[src/rtl/branch_delay_sequencer.sv]
// PC owner for the MIPS CPU: steps through the branch delay slot before applying a taken redirect,
// and stops at HALT_ADDR. Define BRANCH_STATS_EN to add the taken/slot-stall counters.
//
// state | meaning
// SEQ   | sequential fetch; a retiring redirect latches its target
// SLOT  | delay-slot instruction at pc; its retirement applies pending_target
// HALT  | redirect to HALT_ADDR applied; frozen until reset
module branch_delay_sequencer #(
   parameter logic [31:0] RESET_VECTOR = 32'hBFC00000,
   parameter logic [31:0] HALT_ADDR    = 32'h00000000
) (
   input  logic        clk,
   input  logic        reset,
   input  logic        advance,
   input  logic        redirect,
   input  logic [31:0] target,
   output logic [31:0] pc,
   output logic        in_delay_slot,
   output logic        halted,
`ifdef BRANCH_STATS_EN
   output logic [31:0] taken_count,
   output logic [31:0] slot_stall_cycles,
`endif
   output logic        err_slot_redirect
);

   typedef enum logic [1:0] {
      SEQ  = 2'd0,
      SLOT = 2'd1,
      HALT = 2'd2
   } state_t;

   state_t      state, state_nxt;
   logic [31:0] pending_target, pending_target_nxt;
   logic [31:0] pc_nxt;
   logic        in_delay_slot_nxt;
   logic        halted_nxt;
   logic        err_slot_redirect_nxt;

   always_ff @(posedge clk) begin
      if (reset) begin
         state             <= SEQ;
         pc                <= RESET_VECTOR;
         pending_target    <= 32'h0;
         in_delay_slot     <= 1'b0;
         halted            <= 1'b0;
         err_slot_redirect <= 1'b0;
      end else begin
         state             <= state_nxt;
         pc                <= pc_nxt;
         pending_target    <= pending_target_nxt;
         in_delay_slot     <= in_delay_slot_nxt;
         halted            <= halted_nxt;
         err_slot_redirect <= err_slot_redirect_nxt;
      end
   end

   always_comb begin
      state_nxt             = state;
      pc_nxt                = pc;
      pending_target_nxt    = pending_target;
      in_delay_slot_nxt     = in_delay_slot;
      halted_nxt            = halted;
      err_slot_redirect_nxt = err_slot_redirect;
      case (state)
         SEQ: begin
            if (advance) begin
               pc_nxt = pc + 32'd4;
               if (redirect) begin
                  pending_target_nxt = {target[31:2], 2'b00};
                  in_delay_slot_nxt  = 1'b1;
                  state_nxt          = SLOT;
               end
            end
         end
         SLOT: begin
            if (advance) begin
               pc_nxt            = pending_target;
               in_delay_slot_nxt = 1'b0;
               // A branch in the delay slot is architecturally undefined; drop it and flag it.
               if (redirect) err_slot_redirect_nxt = 1'b1;
               if (pending_target == HALT_ADDR) begin
                  state_nxt  = HALT;
                  halted_nxt = 1'b1;
               end else begin
                  state_nxt = SEQ;
               end
            end
         end
         HALT: begin
            halted_nxt = 1'b1;
         end
         default: begin
            state_nxt = SEQ;
         end
      endcase
   end

`ifdef BRANCH_STATS_EN
   localparam logic [31:0] CNT_MAX = 32'hFFFFFFFF;

   always_ff @(posedge clk) begin
      if (reset) begin
         taken_count       <= 32'h0;
         slot_stall_cycles <= 32'h0;
      end else begin
         if (state == SEQ && advance && redirect && taken_count != CNT_MAX)
            taken_count <= taken_count + 32'd1;
         if (state == SLOT && !advance && slot_stall_cycles != CNT_MAX)
            slot_stall_cycles <= slot_stall_cycles + 32'd1;
      end
   end
`endif

endmodule
[config.mk]
export PLATFORM = sky130hd
export DESIGN_NAME = branch_delay_sequencer
export DESIGN_NICKNAME = d
export VERILOG_FILES = /design/src/rtl/branch_delay_sequencer.sv
export SDC_FILE = /design/constraint.sdc
export NUM_CORES = 1
export LEC_CHECK = 0
export CAP_MARGIN = 25
export CORE_MARGIN = 2
export CORE_UTILIZATION = 54
export DETAILED_ROUTE_END_ITERATION = 6
export PLACE_DENSITY = 0.89
export SLEW_MARGIN = 5
export SYNTH_ARGS = -nofsm -noshare
export SYNTH_HDL_FRONTEND = slang
export SYNTH_SLANG_ARGS = --single-unit
[constraint.sdc]
create_clock -name clk -period 5.48 [get_ports clk]
set_input_delay 0.548 -clock clk [delete_from_list [all_inputs] [get_ports clk]]
set_output_delay 0.548 -clock clk [all_outputs]
set_load 0.02 [all_outputs]
==> results of run 1 <==
==> layer usage <==
metal | global-route usage [%] | vias to the layer above | part of all wire [%] | wire length, um
li1 | - | 1583 | - | -
met1 | 37.7 | 1517 | 42 | 3700
met2 | 46.2 | 175 | 49 | 4320
met3 | 4.94 | 21 | 7.4 | 660
met4 | 12.9 | 0 | 2.2 | 198
met5 | 0 | - | 0 | 0
==> cell usage after synthesis (4+ instances only) <==
| cell | number |
|---|---|
| nand4_1 | 8 |
| nand3_1 | 10 |
| mux2i_1 | 5 |
| nand2_1 | 85 |
| a22oi_1 | 6 |
| dfxtp_1 | 65 |
| a21oi_1 | 57 |
| nand2b_1 | 5 |
| o21ai_0 | 7 |
| nor4_1 | 12 |
| a211oi_1 | 6 |
| and3_1 | 9 |
| or3_1 | 5 |
| clkbuf_1 | 25 |
| o21ai_1 | 4 |
| nor3_1 | 14 |
| and4_1 | 5 |
| o22ai_1 | 7 |
| o21bai_1 | 5 |
| nor2_1 | 25 |
==> layout make-up <==
| type | count | area, um^2 | share of cell area [%] |
|---|---|---|---|
| clock buffer | 12 | 165 | 4.10 |
| clock inverter | 3 | 15.0 | 0.373 |
| inverter | 4 | 15.0 | 0.373 |
| multi-input combinational | 314 | 1720 | 42.7 |
| sequential | 65 | 1300 | 32.3 |
| tap | 72 | 90.1 | 2.24 |
| timing repair buffer | 71 | 721 | 17.9 |
==> kinds of logic (layout without fill, tap and decap cells) <==
family	after synthesis	in the layout
adder cells (fa/ha/maj)	1	1
buffers and inverters	34	90
multiplexers	6	6
XOR/XNOR	1	1
other	1	2
AND/OR/NAND/NOR	190	190
flip-flops	65	65
AO/OA/AOI/OAI	114	114
==> state kept, by name, summed over array words and instances (netlist names) <==
register,flops
halted,1
in_delay_slot,1
pc,30
pending_target,30
err_slot_redirect,1
state,2
==> layout by cell type (no fill, tap or decap), types with 4 or more instances in the layout <==
cell type | netlist | layout
a211oi_1 | 6 | 6
a21oi_1 | 57 | 57
a22oi_1 | 6 | 6
and3_1 | 9 | 9
and4_1 | 5 | 5
clkbuf_8 | 0 | 12
clkdlybuf4s50_1 | 0 | 65
dfxtp_1 | 65 | 65
mux2i_1 | 5 | 5
nand2_1 | 85 | 85
nand2b_1 | 5 | 5
nand3_1 | 10 | 10
nand4_1 | 8 | 8
nor2_1 | 25 | 25
nor3_1 | 14 | 14
nor4_1 | 12 | 12
o21ai_0 | 7 | 7
o21ai_1 | 4 | 4
o21bai_1 | 5 | 5
o22ai_1 | 7 | 7
or3_1 | 5 | 5
==> power groups by stage <==
stage	Sequential, mW	Combinational (mW)	Clock (mW)
floorplan	0.541	0.0870	0
global route	0.528	0.189	0.397
global placement	0.533	0.163	0
finish	0.525	0.175	0.376
CTS	0.524	0.169	0.375
detailed placement	0.534	0.168	0
==> through the flow <==
| step | setup WS [ps] | area (um^2) |
|---|---|---|
| floorplan | 3370 | 3160 |
| CTS | 2970 | 3990 |
| global route | 2770 | 4030 |
| finish | 2950 | 4030 |
| global placement | 2700 | 3800 |
| detailed placement | 2680 | 3800 |
==> critical path: cells and delay by family, from the launching register on <==
kind / cells / cell delay, ps
and+or+nand+nor: 3 / 1500
DFF: 1 / 660
AOI/OAI and AO/OA: 2 / 310
==> how the worst max path moves through the flow <==
stage                          to  slack, ps  depth (start not counted)
2_1_floorplan              pc[22]       3370                          6
3_3_place_gp    pending_target[5]       2700                          6
3_5_place_dp   pending_target[29]       2680                          6
4_1_cts         pending_target[6]       2970                          6
5_1_grt                    halted       2770                          5
6_report                   halted       2950                          5
==> impl_metrics.py, run 1 <==
metrics = {
    "run_status": {
        "status": "complete, no violations",
    },
    "logic_synthesis": {
        "synthTopCellsByArea": "dfxtp_1 (41%), nand2_1 (10%), a21oi_1 (9.0%)",
        "synth_cell_types": 51,
        "ys_ff_latch": 65,
        "synth_top_cell_by_area": "dfxtp_1",
        "synth_area_mm2": 0.00315,
        "synth_top_area_share_pct": 41.3,
        "synth_async_sr_flop_share_pct": 0,
        "synth_seq_area_share_pct": 41.3,
        "synth_compound_area_share_pct": 22.1,
        "synthMuxAreaShare_pct": 1.94,
        "yosys_warnings": 0,
        "synth-main-ff-cell": "dfxtp_1",
        "synth_top_family_by_area": "simple AND/OR/NAND/NOR gates",
        "synth_fa_ha_area_share_pct": 0.397,
        "synthXorXnorAreaFrac_pct": 0.278,
        "synth_edf_count": 0,
        "synth-simple-area-share_pct": 29.6,
        "syn_avg_cell_area_um2": 7.65,
        "synthCells": 412,
    },
    "drt": {
        "drc": 0,
        "vias": 3296,
        "drt-initial-drc-count": 370,
        "drt_wl_total_um": 8880,
        "detail-route-antenna-nets": 0,
        "firstDrtPassIters": 6,
        "wl_per_cell_um": 16.4,
        "vias_per_cell": 6.09,
    },
    "placement": {
        "dp_cells": 524,
        "place_congestion": 0.861,
        "portBuffers": 66,
        "dp_hpwl_um": 5840,
    },
    "hold_path": {
        "hold_class": "flip-flop to flip-flop",
        "holdPathEnd": "halted",
        "hold_depth": 2,
        "hp-start": "halted",
    },
    "worst_setup_path": {
        "slowest_delay_ps": 710,
        "slowest_stage": "nor2b_1",
        "cpMostUsedCell": "a21oi_1",
        "critPathKind": "flip-flop to flip-flop",
        "start_kind": "flip-flop",
        "arrival_ps": 2800,
        "rrSetupSlack_ps": 2950,
        "r2r_end": "halted",
        "path_cells": "nor2b_1, nand2_1, nor4_1, a21oi_1, a21oi_1",
        "end_kind": "flip-flop",
        "reg2reg_from": "state[0]",
        "critPathLaunch": "state[0]",
        "crit_path_max_fanout": 15,
        "worst_r2r_path_depth": 5,
        "crit_required_ps": 5750,
    },
    "final_layout": {
        "post-route-util_pct": 72.3,
        "drive_gt1_share_pct": 6.40,
        "antennaDiodeCount": 0,
        "n_fill_cell": 437,
        "syn_to_final_growth_pct": 27.7,
        "final_cell_count_no_fill": 541,
        "nets": 502,
    },
    "clock_network": {
        "cts_buffers": 9,
        "hold_buffers": 0,
        "cts_resized": 0,
        "cts_max_path_buffers": 2,
        "post_cts_buffers": 0,
        "cts_root_buf": "clkbuf_8",
        "cts.clk_slew.worst_paths_ps": 70,
        "cts_tree": "done",
        "clock_sinks": 65,
        "insertion_delay_ps": 340,
        "cts_htree_levels": 3,
    },
    "sta": {
        "max_freq_mhz": 395,
        "rsz0062_at_grt": "no",
        "max_slew_margin_pct": 43.1,
        "finalCriticalPeriod_ps": 2530,
        "setup_viol": 0,
        "clock_skew_ps": 6.84,
        "hold_violations": 0,
        "hold_ws_ps": 462,
        "fin_crit_sh_pct": 46.2,
        "finalSetupTns_ps": 0,
        "final_max_slew_viol_count": 0,
        "worstMarginPinSlew_ps": 850,
    },
    "power_and_ir_drop": {
        "p_comb_share_pct": 16.2,
        "powerDensity_mw_per_mm2": 267,
        "p_leak_nw": 1.44,
        "p_seq_share_pct": 48.8,
        "p_int_mw": 0.775,
        "power_mw": 1.08,
        "vdd_drop_max_mv": 0.160,
        "p_switching_mw": 0.301,
        "p_clk_share_pct": 35.0,
        "switching_share_pct": 28.0,
    },
    "grt": {
        "grt_overflow": 0,
        "grt_pass1_wl_um": 14200,
        "grt_pass1_vias": 2990,
        "grt_usage_pct": 28.7,
        "antenna_found_initial": 0,
        "grt_max_degree": 69,
    },
    "floorplan": {
        "die_x_um": 80.4,
        "ioPinCount": 71,
        "core_area_mm2": 0.00557,
        "die-area_mm2": 0.00647,
        "initial_core_util_pct": 56.6,
        "die_y_um": 80.4,
        "row_count": 27,
    },
    "flow_run": {
        "maxCapViolCount": 0,
    },
}
Power figures use the tool's default switching activity.
==> run 2: changes to the inputs <==
CORE_UTILIZATION = 50   (was 54)
PLACE_DENSITY = 0.83   (was 0.89)
clock period = 2.5 ns   (was 5.48 ns; I/O delays follow)
==> run 2 against run 1 <==
Effect of this change:
- non-clock buffer count up 13
- maximum frequency up 11%
- first-iteration DRC count down 31%
- clock power up 140%
- critical path depth up 1
- clock skew down 1.2 ps
- setup slack worse by 2700 ps
- clock-buffer cell count down 1
- register-to-register slack worse by 2700 ps
- power up 130%
- sequential power up 120%
- critical endpoint is now pc[24]
- largest cell class unchanged
- largest power group unchanged
==> impl_metrics.py, run 2 (synthesis gave the netlist of run 1 again) <==
metrics = {
    "final_layout": {
        "syn_to_final_growth_pct": 30.7,
        "drive_gt1_share_pct": 8.90,
        "post-route-util_pct": 68.8,
        "final_cell_count_no_fill": 558,
        "nets": 515,
        "antennaDiodeCount": 0,
        "layout_commonest_cell": "nand2_1",
        "reg_top3": "pc x30, pending_target x30, state x2",
        "final_cell_mix": "nand2_1 (85), dfxtp_1 (65), clkdlybuf4s50_1 (65), a21oi_1 (57), nor2_1 (25)",
    },
    "worst_setup_path": {
        "crit_path_max_fanout": 7,
        "reg2reg_from": "pc[2]",
        "crit_required_ps": 2740,
        "arrival_ps": 2530,
        "cpMostUsedCell": "nand3_1",
        "crit_family": "simple AND/OR/NAND/NOR gates",
        "crit_path_end": "pc[24]",
        "critPathKind": "flip-flop to flip-flop",
        "worst_r2r_path_depth": 6,
        "r2r_end": "pc[24]",
        "path_cells": "ha_1, nand3_1, or3_1, nor3_2, nand3_1, a31o_2",
        "start_kind": "flip-flop",
        "critPathBufInv": 0,
        "slowest_stage": "or3_1",
        "rrSetupSlack_ps": 220,
        "critPathLaunch": "pc[2]",
        "crit_cells": 6,
        "slowest_delay_ps": 450,
        "end_kind": "flip-flop",
    },
    "clock_network": {
        "clock_sinks": 65,
        "post_cts_buffers": 0,
        "cts.clk_slew.worst_paths_ps": 70,
        "insertion_delay_ps": 340,
        "cts_max_path_buffers": 2,
        "cts_htree_levels": 3,
        "cts_tree": "done",
        "hold_buffers": 0,
        "cts_resized": 0,
        "cts_buffers": 9,
        "cts_root_buf": "clkbuf_8",
    },
    "sta": {
        "hold_violations": 0,
        "final_max_slew_viol_count": 0,
        "setup_viol": 0,
        "clock_skew_ps": 5.60,
        "fin_crit_sh_pct": 91.3,
        "max_slew_margin_pct": 61.1,
        "finalSetupTns_ps": 0,
        "max_freq_mhz": 438,
        "rsz0062_at_grt": "no",
        "hold_ws_ps": 292,
        "worstMarginPinSlew_ps": 579,
        "finalCriticalPeriod_ps": 2280,
    },
    "drt": {
        "drc": 0,
        "wl_per_cell_um": 15.8,
        "drt-initial-drc-count": 257,
        "vias_per_cell": 6.03,
        "vias": 3362,
        "firstDrtPassIters": 5,
        "drt_wl_total_um": 8810,
        "detail-route-antenna-nets": 0,
    },
    "floorplan": {
        "die-area_mm2": 0.00696,
        "ioPinCount": 71,
        "die_x_um": 83.4,
        "row_count": 28,
        "core_area_mm2": 0.00599,
        "die_y_um": 83.4,
        "initial_core_util_pct": 52.6,
    },
    "grt": {
        "grt_overflow": 0,
        "antenna_found_initial": 0,
        "grt_usage_pct": 25.8,
        "grt_pass1_wl_um": 14600,
        "grt_pass1_vias": 3184,
        "grt_max_degree": 32,
    },
    "placement": {
        "portBuffers": 66,
        "place_congestion": 0.904,
        "dp_cells": 541,
        "dp_hpwl_um": 6210,
    },
    "power_and_ir_drop": {
        "powerDensity_mw_per_mm2": 590,
        "vdd_drop_max_mv": 0.481,
        "p_leak_nw": 1.49,
    },
    "run_status": {
        "status": "complete, no violations",
    },
    "hold_path": {
        "hold_class": "input port to flip-flop",
    },
    "flow_run": {
        "maxCapViolCount": 0,
    },
}
## run 2: changes by cell type in the layout (fill, tap and decap cells not counted)
cell        change
buf_6           +1
clkinv_2        -1
clkinvlp_4      +2
clkbuf_8        -2
clkbuf_1        +1
bufinv_16       +1
buf_4          +14
buf_8           -1
buf_16          -1
## run 2: cell type report
cell class	count	area, um^2
clock buffer	11	141
timing repair buffer	84	795
fill	511	1870
multi-input combinational	314	1720
tap	75	93.8
sequential	65	1300
clock inverter	5	55.1
inverter	4	15.0
## run 2: worst reg2reg max path, stage by stage, from the launching register on
cell and delay (ps):
dfxtp_1 440, ha_1 230, nand3_1 220, or3_1 450, nor3_2 440, nand3_1 140, a31o_2 260
## run 2: worst min-delay path by stage
stage	depth (start not counted)	slack [ps]	start	endpoint
2_1_floorplan	2	390	target[10]	pending_target[10]
3_3_place_gp	2	440	halted	halted
3_5_place_dp	2	440	halted	halted
4_1_cts	2	270	reset	pending_target[20]
5_1_grt	2	290	reset	pending_target[18]
6_report	2	290	reset	pending_target[20]
## run 2: power by group
part	internal, mW	total [mW]	switching (mW)
logic	0.185	0.386	0.201
clock network	0.484	0.897	0.412
registers	1.09	1.15	0.0625
total	1.76	2.43	0.676
## run 2: per-layer routing
layer | share of wire, % | global-route usage, % | up-vias
met4 | 2.2 | 10.3 | 0
met2 | 47 | 41.9 | 161
met1 | 43 | 32.6 | 1557
met5 | 0 | 0 | -
li1 | - | - | 1623
met3 | 7.9 | 7.06 | 21
## run 2: stage by stage
stage / setup slack [ps] / power [mW] / cell area [um^2]
floorplan: 395 / 1.38 / 3160
global placement: 300 / 1.54 / 3910
detailed placement: 135 / 1.55 / 3910
CTS: 267 / 2.43 / 4110
global route: 104 / 2.53 / 4120
finish: 219 / 2.43 / 4120
